$ cat config.mk
export PLATFORM = sky130hd
export DESIGN_NAME = fetch_decoder
export DESIGN_NICKNAME = d
export VERILOG_FILES = /design/src/rtl/cpu_pkg.sv /design/src/rtl/prefetch_fifo.sv /design/src/rtl/fetch_decoder.sv
export SDC_FILE = /design/constraint.sdc
export NUM_CORES = 1
export LEC_CHECK = 0
export BUFFER_PORTS_ARGS = -buffer_cell sky130_fd_sc_hd__buf_2
export CELL_PAD_IN_SITES_DETAIL_PLACEMENT = 1
export CELL_PAD_IN_SITES_GLOBAL_PLACEMENT = 1
export CORE_ASPECT_RATIO = 1.25
export CORE_MARGIN = 2
export CORE_UTILIZATION = 40
export DETAILED_ROUTE_END_ITERATION = 12
export PLACE_DENSITY_LB_ADDON = 0.05
export SETUP_SLACK_MARGIN = 0.1
export SLEW_MARGIN = 20
export SYNTH_ARGS = -nofsm -noshare
export SYNTH_HDL_FRONTEND = slang
export SYNTH_HIERARCHICAL = 1
export SYNTH_SLANG_ARGS = --single-unit
$ cat constraint.sdc
create_clock -name clk -period 4.6 [get_ports clk]
set_input_delay 0.69 -clock clk [delete_from_list [all_inputs] [get_ports clk]]
set_output_delay 0.69 -clock clk [all_outputs]
set_load 0.02 [all_outputs]
$ cat src/rtl/cpu_pkg.sv
// Shared definitions for the 16-bit accumulator CPU front end and execute decoder.
// Holds opcode constants, group masks, the fetch FSM states and the length/immediate helpers.
package cpu_pkg;

  localparam logic [7:0] OP_NOP    = 8'h00;
  localparam logic [7:0] OP_HALT   = 8'h01;
  localparam logic [7:0] OP_RET    = 8'h02;
  localparam logic [7:0] OP_ADD    = 8'h03;
  localparam logic [7:0] OP_SUB    = 8'h04;
  localparam logic [7:0] OP_AND    = 8'h05;
  localparam logic [7:0] OP_OR     = 8'h06;
  localparam logic [7:0] OP_XOR    = 8'h07;
  localparam logic [7:0] OP_SHL    = 8'h08;
  localparam logic [7:0] OP_SHR    = 8'h09;
  localparam logic [7:0] OP_SET_DP = 8'h0A;

  localparam logic [15:0] GRP_MASK_BR  = 16'hF800;
  localparam logic [15:0] GRP_MASK_TOP = 16'hC000;
  localparam logic [15:0] GRP_MASK_SEL = 16'h0700;

  localparam logic [15:0] GRP_LOAD   = 16'h8000;
  localparam logic [15:0] GRP_BRANCH = 16'hC000;
  localparam logic [15:0] GRP_CALL   = 16'hD000;
  localparam logic [15:0] GRP_IF     = 16'hF000;

  typedef enum logic [1:0] {FS_IDLE, FS_REQ, FS_DISCARD} fetch_state_e;

  typedef struct packed {
    logic [15:0] inst;
    logic [1:0]  bytes;
    logic [15:0] imm;
  } dec_inst_t;

  function automatic logic [1:0] inst_len(input logic [7:0] op);
    return op[7] ? 2'd2 : 2'd1;
  endfunction

  // Immediate pre-decode; 1-byte opcodes have bit 15 clear so only the default applies.
  function automatic logic [15:0] pre_imm(input logic [15:0] inst);
    logic two;
    two = inst[15];
    if ((inst & GRP_MASK_BR) == GRP_BRANCH || (inst & GRP_MASK_BR) == GRP_CALL)
      return {{5{inst[10]}}, inst[10:0]};
    else if (two && (inst & GRP_MASK_SEL) == 16'h0000)
      return {8'h00, inst[7:0]};
    else if (two && (inst & GRP_MASK_SEL) == 16'h0100)
      return {inst[7:0], 8'h00};
    else if (two && inst[10])
      return {8'h00, inst[7:0]};
    else
      return 16'h0000;
  endfunction

endpackage

$ cat src/rtl/prefetch_fifo.sv
// Byte FIFO for the instruction prefetcher: one push, pop of 0/1/2, two-entry peek.
// Popping the byte being pushed in the same cycle is allowed; the caller bypasses its data.
module prefetch_fifo #(
  parameter  int DEPTH = 4,
  localparam int PW    = $clog2(DEPTH),
  localparam int CW    = PW + 1
) (
  input  logic          clk,
  input  logic          rst,
  input  logic          clr,
  input  logic          push,
  input  logic [7:0]    push_data,
  input  logic [1:0]    pop,
  output logic [7:0]    peek0,
  output logic [7:0]    peek1,
  output logic [CW-1:0] count
);

  logic [7:0]    mem_q [DEPTH];
  logic [PW-1:0] rd_q, rd_d, wr_q, wr_d;
  logic [CW-1:0] cnt_q, cnt_d;

  always_comb begin
    rd_d  = rd_q;
    wr_d  = wr_q;
    cnt_d = cnt_q;
    if (clr) begin
      rd_d  = '0;
      wr_d  = '0;
      cnt_d = '0;
    end else begin
      wr_d  = wr_q + PW'(push);
      rd_d  = rd_q + PW'(pop);
      cnt_d = cnt_q + CW'(push) - CW'(pop);
    end
  end

  always_ff @(posedge clk) begin
    if (rst) begin
      rd_q  <= '0;
      wr_q  <= '0;
      cnt_q <= '0;
    end else begin
      rd_q  <= rd_d;
      wr_q  <= wr_d;
      cnt_q <= cnt_d;
    end
  end

  always_ff @(posedge clk) begin
    if (push && !clr) mem_q[wr_q] <= push_data;
  end

  assign peek0 = mem_q[rd_q];
  assign peek1 = mem_q[rd_q + PW'(1)];
  assign count = cnt_q;

endmodule

$ cat src/rtl/fetch_decoder.sv
// Prefetching front end: fetches bytes into a small FIFO and assembles 1/2-byte
// instructions with PC, length and pre-decoded immediate behind a valid/ready register.
module fetch_decoder
  import cpu_pkg::*;
#(
  parameter int                DEPTH    = 4,
  parameter int                ADDR_W   = 16,
  parameter logic [ADDR_W-1:0] RESET_PC = '0
) (
  input  logic              clk,
  input  logic              rst,
  input  logic              flush,
  input  logic [ADDR_W-1:0] flush_pc,
  output logic              mem_req,
  output logic [ADDR_W-1:0] mem_addr,
  input  logic              mem_ack,
  input  logic [7:0]        mem_data,
  output logic              out_valid,
  input  logic              out_ready,
  output logic [15:0]       out_inst,
  output logic [ADDR_W-1:0] out_pc,
  output logic [1:0]        out_bytes,
  output logic [15:0]       out_imm
);

  localparam int CW = $clog2(DEPTH) + 1;

  fetch_state_e      state_q, state_d;
  logic [ADDR_W-1:0] fetch_pc_q, fetch_pc_d;
  logic [ADDR_W-1:0] decode_pc_q, decode_pc_d;
  logic [ADDR_W-1:0] mem_addr_q, mem_addr_d;
  logic              mem_req_q, mem_req_d;
  logic              out_valid_q, out_valid_d;
  logic [ADDR_W-1:0] out_pc_q, out_pc_d;
  dec_inst_t         out_q, out_d;

  logic [7:0]    peek0, peek1, head0, head1;
  logic [CW-1:0] count, avail, count_nx;
  logic [1:0]    len, pop;
  logic          push_ok, fire;
  logic [15:0]   new_inst;

  prefetch_fifo #(.DEPTH(DEPTH)) u_fifo (
    .clk       (clk),
    .rst       (rst),
    .clr       (flush),
    .push      (push_ok),
    .push_data (mem_data),
    .pop       (pop),
    .peek0     (peek0),
    .peek1     (peek1),
    .count     (count)
  );

  // Bytes arriving this cycle are visible to assembly, giving ack-to-valid of one cycle.
  always_comb begin
    push_ok  = (state_q == FS_REQ) && mem_ack && !flush;
    avail    = count + CW'(push_ok);
    head0    = (count != '0)       ? peek0 : mem_data;
    head1    = (count >= CW'(2))   ? peek1 : mem_data;
    len      = inst_len(head0);
    new_inst = (len == 2'd2) ? {head0, head1} : {head0, 8'h00};
    fire     = !flush && (!out_valid_q || out_ready) && (avail >= CW'(len));
    pop      = fire ? len : 2'd0;
    count_nx = avail - CW'(pop);
  end

  always_comb begin
    state_d    = state_q;
    fetch_pc_d = fetch_pc_q;
    unique case (state_q)
      FS_IDLE: if (count < CW'(DEPTH)) state_d = FS_REQ;
      FS_REQ: begin
        if (mem_ack) begin
          fetch_pc_d = fetch_pc_q + ADDR_W'(1);
          state_d    = (count_nx < CW'(DEPTH)) ? FS_REQ : FS_IDLE;
        end
      end
      FS_DISCARD: if (mem_ack) state_d = FS_IDLE;
      default: state_d = FS_IDLE;
    endcase
    if (flush) begin
      fetch_pc_d = flush_pc;
      unique case (state_q)
        FS_IDLE: state_d = FS_REQ;
        default: state_d = mem_ack ? FS_IDLE : FS_DISCARD;
      endcase
    end
    // The discarded request must keep its original address until acked.
    mem_addr_d = (state_d == FS_DISCARD) ? mem_addr_q : fetch_pc_d;
    mem_req_d  = (state_d != FS_IDLE);
  end

  always_comb begin
    out_valid_d = out_valid_q;
    out_pc_d    = out_pc_q;
    out_d       = out_q;
    decode_pc_d = decode_pc_q;
    if (flush) begin
      out_valid_d = 1'b0;
      decode_pc_d = flush_pc;
    end else if (fire) begin
      out_valid_d = 1'b1;
      out_pc_d    = decode_pc_q;
      out_d.inst  = new_inst;
      out_d.bytes = len;
      out_d.imm   = pre_imm(new_inst);
      decode_pc_d = decode_pc_q + ADDR_W'(len);
    end else if (out_ready) begin
      out_valid_d = 1'b0;
    end
  end

  always_ff @(posedge clk) begin
    if (rst) begin
      state_q     <= FS_IDLE;
      fetch_pc_q  <= RESET_PC;
      decode_pc_q <= RESET_PC;
      mem_addr_q  <= RESET_PC;
      mem_req_q   <= 1'b0;
      out_valid_q <= 1'b0;
      out_pc_q    <= RESET_PC;
      out_q       <= '{inst: 16'h0000, bytes: 2'd1, imm: 16'h0000};
    end else begin
      state_q     <= state_d;
      fetch_pc_q  <= fetch_pc_d;
      decode_pc_q <= decode_pc_d;
      mem_addr_q  <= mem_addr_d;
      mem_req_q   <= mem_req_d;
      out_valid_q <= out_valid_d;
      out_pc_q    <= out_pc_d;
      out_q       <= out_d;
    end
  end

  assign mem_req   = mem_req_q;
  assign mem_addr  = mem_addr_q;
  assign out_valid = out_valid_q;
  assign out_pc    = out_pc_q;
  assign out_inst  = out_q.inst;
  assign out_bytes = out_q.bytes;
  assign out_imm   = out_q.imm;

endmodule
=== Word level (Yosys, flattened, before mapping) ===
Memories as Yosys holds them, arrays and structs flattened. A register that Yosys moved wholly into a read port is not among the register bits.
Index checks and enable logic that the tools add are counted.

* Input port bits: 29
* Output and inout bits: 68
* Logic and storage cells: 80
* Memories: 1
* RAM bits: 32
* Register bits: 109

{| class="wikitable"
|+ Memory list
! memory !! words !! bits a word !! read ports !! clocked after memory_dff !! write ports !! line !! RTL
|-
| u_fifo.mem_q || 4 || 8 || 2 || 1 || 1 || prefetch_fifo.sv:19 || <nowiki>logic [7:0] mem_q [DEPTH];</nowiki>
|}

* Reduce and logical (&&, ||, !) cells: 20
* Bitwise operators: 1
* Multiplexer cells: 27
* $lt $le $gt $ge: 4
* Equal/unequal tests: 7
* $add $sub $neg: 7

{| class="wikitable"
|+ Operator list
! kind !! number
|-
| 16-bit two-way mux || 8
|-
| 8-bit two-way mux || 4
|-
| 2-bit two-way mux || 9
|-
| 16-bit by 1-bit adder with 16-bit output (second input constant) || 1
|-
| 16-bit by 2-bit adder with 16-bit output || 1
|-
| 16-bit logical NOT || 1
|-
| 5-bit == test (second input constant) || 2
|-
| 1-bit logical AND || 8
|-
| 2-bit == test (second input constant) || 3
|-
| 3-bit < comparator (second input constant) || 2
|-
| 2-bit one-hot mux with 3 select lines || 1
|-
| 2-bit nonzero test || 3
|-
| 1-bit two-way mux || 5
|-
| 3-bit by 1-bit adder with 3-bit output || 1
|-
| 3-bit by 1-bit == test with 1-bit output (second input constant) || 1
|-
| 3-bit by 2-bit greater-or-equal comparator with 1-bit output || 1
|-
| 3-bit by 2-bit greater-or-equal comparator with 1-bit output (second input constant) || 1
|-
| 3-bit nonzero test || 1
|-
| 3-bit by 2-bit subtractor with 3-bit output || 1
|-
| 2-bit by 1-bit adder with 2-bit output || 1
|-
| 2-bit by 1-bit adder with 2-bit output (second input constant) || 1
|-
| 2-bit adder || 1
|-
| 2-bit by 1-bit == test with 1-bit output (second input constant) || 1
|-
| 1-bit logical NOT || 2
|-
| 5 further kinds || 6
|}

=== Logic depth before layout (Yosys ltp) ===
* Depth in word-level cells: 14
* Mapped depth: 19
* Mapped depth without buffers: 15

=== Cells and area by module ===
The synthesis kept the hierarchy.

{| class="wikitable"
|+ Modules (own cells, without submodules)
! module !! cells each !! seq. area each (um^2) !! instances !! area an instance (um^2)
|-
| fetch_decoder || 574 || 2021.9 || 1 || 4777.1
|-
| prefetch_fifo || 85 || 1101.1 || 1 || 1778.0
|}

=== Worst setup path before layout ===
No wires, ideal clock.

* Path type: input-to-reg
* From: input flush
* To: register mem_req_q (netlist: mem_req)
* Path slack: -0.270 ns
* Buffers on the path: 5
* Cell stages on the path: 16
* Setup time: 0.133 ns
* Required time: 4.467 ns
* Arrival time: 4.737 ns
* Cell sequence: clkbuf_1 buf_1 clkbuf_1 nor2_1 ha_1 ha_1 ha_1 a211oi_2 nor3_1 buf_2 buf_2 nand2_1 ha_1 or4b_2 o311ai_0 a21oi_1

* Word-level cells in the longest chain between the ends: 13
* Elaborated cells on any way between the ends: 14
* Those cells by class: 2 x add/sub; 2 x order compare; 5 x mux; 5 x reduce/logical

{| class="wikitable"
|+ RTL lines
! item !! line !! RTL
|-
| start: declaration || fetch_decoder.sv:12 || <nowiki>input logic flush,</nowiki>
|-
| 1-bit logical NOT * || fetch_decoder.sv:57 || <nowiki>push_ok = (state_q == FS_REQ) && mem_ack && !flush;</nowiki>
|-
| 1-bit logical AND * || fetch_decoder.sv:57 ||
|-
| via push_ok || fetch_decoder.sv:40 || <nowiki>logic push_ok, fire;</nowiki>
|-
| 3-bit by 1-bit adder with 3-bit output * || fetch_decoder.sv:58 || <nowiki>avail = count + CW'(push_ok);</nowiki>
|-
| 3-bit by 2-bit greater-or-equal comparator with 1-bit output || fetch_decoder.sv:63 || <nowiki>fire = !flush && (!out_valid_q || out_ready) && (avail >= CW'(len));</nowiki>
|-
| 1-bit logical AND || fetch_decoder.sv:63 ||
|-
| 2-bit two-way mux || fetch_decoder.sv:64 || <nowiki>pop = fire ? len : 2'd0;</nowiki>
|-
| 3-bit by 2-bit subtractor with 3-bit output * || fetch_decoder.sv:65 || <nowiki>count_nx = avail - CW'(pop);</nowiki>
|-
| 3-bit < comparator * || fetch_decoder.sv:76 || <nowiki>state_d = (count_nx < CW'(DEPTH)) ? FS_REQ : FS_IDLE;</nowiki>
|-
| 1-bit two-way mux * || fetch_decoder.sv:76 ||
|-
| 2-bit two-way mux * || fetch_decoder.sv:74 || <nowiki>if (mem_ack) begin</nowiki>
|-
| 2-bit one-hot mux with 3 select lines * || fetch_decoder.sv:71 || <nowiki>unique case (state_q)</nowiki>
|-
| 2-bit two-way mux * || fetch_decoder.sv:82 || <nowiki>if (flush) begin</nowiki>
|-
| 2-bit nonzero test * || fetch_decoder.sv:91 || <nowiki>mem_req_d = (state_d != FS_IDLE);</nowiki>
|-
| end signal: assignment || fetch_decoder.sv:129 || <nowiki>mem_req_q <= mem_req_d;</nowiki>
|-
| end: declaration || fetch_decoder.sv:32 || <nowiki>logic mem_req_q, mem_req_d;</nowiki>
|}

The timed path passes the listed nets; every way through them passes the cells marked *.
A chain may end at the register's enable or synchronous reset.

=== Worst setup path after layout ===
* From: register state_q[0]
* To: register u_fifo.cnt_q[2] (netlist: u_fifo/count[2])

* Word-level cells in the longest chain between the ends: 8

{| class="wikitable"
|+ RTL lines
! item !! line !! RTL
|-
| start: declaration || fetch_decoder.sv:28 || <nowiki>fetch_state_e state_q, state_d;</nowiki>
|-
| start signal: assignment || fetch_decoder.sv:125 || <nowiki>state_q <= state_d;</nowiki>
|-
| 2-bit by 1-bit == test with 1-bit output || fetch_decoder.sv:57 ||
|-
| 1-bit logical AND (2 in a row) || fetch_decoder.sv:57 ||
|-
| via push_ok || fetch_decoder.sv:40 ||
|-
| 3-bit by 1-bit adder with 3-bit output || fetch_decoder.sv:58 ||
|-
| 3-bit by 2-bit greater-or-equal comparator with 1-bit output || fetch_decoder.sv:63 ||
|-
| 1-bit logical AND || fetch_decoder.sv:63 ||
|-
| 2-bit two-way mux || fetch_decoder.sv:64 ||
|-
| via pop[0] || fetch_decoder.sv:39 || <nowiki>logic [1:0] len, pop;</nowiki>
|-
| 3-bit by 2-bit subtractor with 3-bit output || prefetch_fifo.sv:34 || <nowiki>cnt_d = cnt_q + CW'(push) - CW'(pop);</nowiki>
|-
| end signal: assignment || prefetch_fifo.sv:46 || <nowiki>cnt_q <= cnt_d;</nowiki>
|-
| end: declaration || prefetch_fifo.sv:21 || <nowiki>logic [CW-1:0] cnt_q, cnt_d;</nowiki>
|}

The timed path passes the listed nets, and every way through them passes these cells.

==> flow_summary.json <==
{
  "clk_path_buf_depth": 2,
  "worstPathArrival_ps": 4260,
  "grt_pass1_wl_um": 30900,
  "final_util": 0.485,
  "drv_cap": 0,
  "post_cts_buffers": 0,
  "yosys.area_share.simple": 0.193,
  "cts-resized-gates": 0,
  "period_minus_slack_ps": 3920,
  "die_x_um": 119,
  "place_hpwl_um": 13900,
  "io_buffer_count": 96,
  "synth_xor_area_frac": 0.0323,
  "synthCells": 659,
  "grt_antenna_before_repair": 0,
  "first_pass_iters": 4,
  "synth_nets": 703,
  "gp_congestion": 0.843,
  "synth_compound_area_frac": 0.139,
  "power_density_nw_per_um2": 591,
  "final_nets": 793,
  "ys_ff_latch": 140,
  "status": "finished clean",
  "cts.sinks": 140,
  "insertion_delay_ps": 430,
  "synthArstFlopShare": 0,
  "ir_drop_mv": 0.306,
  "synth_top_family_by_area": "simple AND/OR/NAND/NOR gates",
  "muxShareOfSynthArea": 0.0844,
  "layout-drive-gt1-share": 0.219,
  "fmax_mhz": 255,
  "crit_type": "reg -> reg",
  "syn2layout_area_growth_pct": 19.5,
  "worstSetupStartpointType": "flip-flop",
  "avgSynthCellArea_um2": 9.95,
  "p_leak_nw": 3.11,
  "min_path_type": "reg -> reg",
  "cts.hold.buffers_added": 0,
  "drt-met1-wl_um": 8140,
  "rows": 52,
  "rsz0062_at_grt": "no",
  "critPathCaptureType": "flip-flop",
  "grt_pass1_vias": 5724,
  "crit_path_max_fanout": 9,
  "worstPathRequired_ps": 4940,
  "insertedDiodeCount": 0,
  "hold_violations": 0,
  "synth_ff_type": "dfxtp_1",
  "grt_max_degree": 69,
  "synth_fa_ha_area_frac": 0.0309,
  "synth.distinct_cells": 68,
  "die-area_um2": 17400,
  "overflow": 0,
  "setup_violations": 0,
  "io_pins": 97,
  "synth_edf_count": 32,
  "syn_area_um2": 6560,
  "core_area_um2": 16100,
  "routed-wl-met3_um": 551,
  "avgViaCountPerCell": 5.54,
  "post-route-period-util": 0.853,
  "cts_made_buffers": 17,
  "grtUsageTotal": 0.229,
  "wl_met2_um": 10100,
  "initial_utilization": 0.406,
  "slew_viol_final": 0,
  "tightest_slew_ps": 1060,
  "drtAntennaViolNets": 0,
  "yosysSeqAreaShare": 0.476,
  "total_power_w": 0.00463,
  "root_buffer": "clkbuf_16",
  "relSlewSlack": 0.288,
  "drc": 0,
  "dr.max_layer_used": "met4",
  "die_h_um": 147,
  "wl_per_cell_um": 19.8,
  "ys_warn_count": 6,
  "clkSlewWorstSetupHoldPaths_ps": 60,
  "cts_tree": "done",
  "h-tree-depth": 4,
  "finClkSkew_ps": 7.27,
  "setup_tns_ps": 0,
  "first_iter_violations": 194,
  "vias": 5415,
  "drt_wl_total_um": 19400
}
==> per-layer routing <==
layer  track usage  vias to the layer above
li1              -                     2589
met1         0.262                     2690
met2         0.413                      106
met3        0.0516                       30
met4        0.0911                        0
met5             0                        -
==> cell type report <==
type | instances | area (µm²)
Sequential cell | 140 | 3120
Clock inverter | 15 | 164
Fill cell | 1858 | 8310
Timing Repair Buffer | 113 | 608
Clock buffer | 17 | 425
Multi-Input combinational cell | 453 | 3150
Inverter | 24 | 90.1
Tap cell | 216 | 270
==> registers in the layout, summed over array words and instances (netlist names) <==
| name | flops |
|---|---|
| out_bytes | 1 |
| mem_req | 1 |
| mem_addr | 16 |
| out_imm | 16 |
| u_fifo/wr_q | 2 |
| out_inst | 16 |
| u_fifo/rd_q | 2 |
| state_q | 2 |
| fetch_pc_q | 16 |
| u_fifo/count | 3 |
| out_valid | 1 |
| out_pc | 16 |
| u_fifo/mem_q | 32 |
| decode_pc_q | 16 |
==> final timing paths <==
kind / startpoint / end / slack [ps] / depth (start not counted)
setup reg to reg: state_q[0] / u_fifo/count[2] / 680 / 14
setup / recovery: state_q[0] / u_fifo/count[2] / 680 / 14
hold reg to reg: mem_addr[11] / mem_addr[11] / 450 / 2
hold / removal: mem_addr[11] / mem_addr[11] / 450 / 2
==> kinds of logic (layout without fill, tap and decap cells) <==
family | after synthesis | count (layout)
and+or+nand+nor | 258 | 258
DFF | 140 | 140
AOI/OAI and AO/OA | 129 | 129
buffers and inverters | 66 | 169
muxes | 31 | 31
xor gates and xnor gates | 20 | 20
adders and majority gates | 15 | 15
==> per-stage QoR <==
step	instances	area, µm²	hold slack, ps	worst slack (ps)
6_report	978	7830	451	678
3_3_place_gp	946	7240	435	517
5_1_grt	978	7830	477	383
2_1_floorplan	659	6560	444	176
4_1_cts	978	7830	451	702
3_5_place_dp	946	7240	442	323
==> Yosys cell counts, drive strengths merged (3+ instances only) <==
cell type	instances	area, µm²
and4	3	26.3
xor2	11	104
nor4	7	43.8
buf	15	96.4
a21boi	3	22.5
a31oi	8	50.1
a211oi	7	57.6
nand2	90	340
and2	10	62.6
inv	23	86.3
o32ai	8	130
a21oi	49	245
nor2b	3	18.8
o21ai	13	65.1
nor3	29	150
a311oi	8	70.1
clkbuf	27	101
xnor2	7	61.3
or4	3	22.5
edfxtp	32	961
or3	9	56.3
ha	13	163
mux4	16	402
nor2	48	180
o31ai	3	22.5
nand2b	6	37.5
nor4b	5	43.8
o211ai	5	37.5
mux2i	14	140
and4b	3	30.0
o41ai	3	26.3
o21a	8	60.1
nand4	7	43.8
nand3	23	115
dfxtp	108	2160
==> critical path: stages (launching register included) <==
cell and delay (ps):
dfxtp_1 470, nand3b_1 140, nor2_1 300, ha_1 240, ha_1 260, ha_1 330, a211o_2 400, nand2_2 90
nor2_1 90, ha_1 350, inv_1 70, ha_1 210, fa_1 380, xor3_1 380, nor3_1 130
==> power by group <==
| part | internal [W] | switching [W] |
|---|---|---|
| Clock | 0.000805 | 0.000568 |
| Sequential | 0.00145 | 0.000140 |
| Combinational | 0.000591 | 0.00107 |
| Total | 0.00284 | 0.00178 |
==> cell usage in the layout (no fill, tap or decap), drive strengths merged, types with 4 or more instances in the layout <==
cell,instances
buf,113
dfxtp,108
nand2,90
a21oi,49
nor2,48
edfxtp,32
nor3,29
inv,27
nand3,23
clkbuf,17
mux4,16
mux2i,14
o21ai,13
ha,13
xor2,11
and2,10
or3,9
o21a,8
a31oi,8
a311oi,8
o32ai,8
nor4,7
xnor2,7
nand4,7
a211oi,7
nand2b,6
clkinvlp,6
o211ai,5
nor4b,5
clkinv,4
No activity file was read; power rests on OpenSTA's default activity.
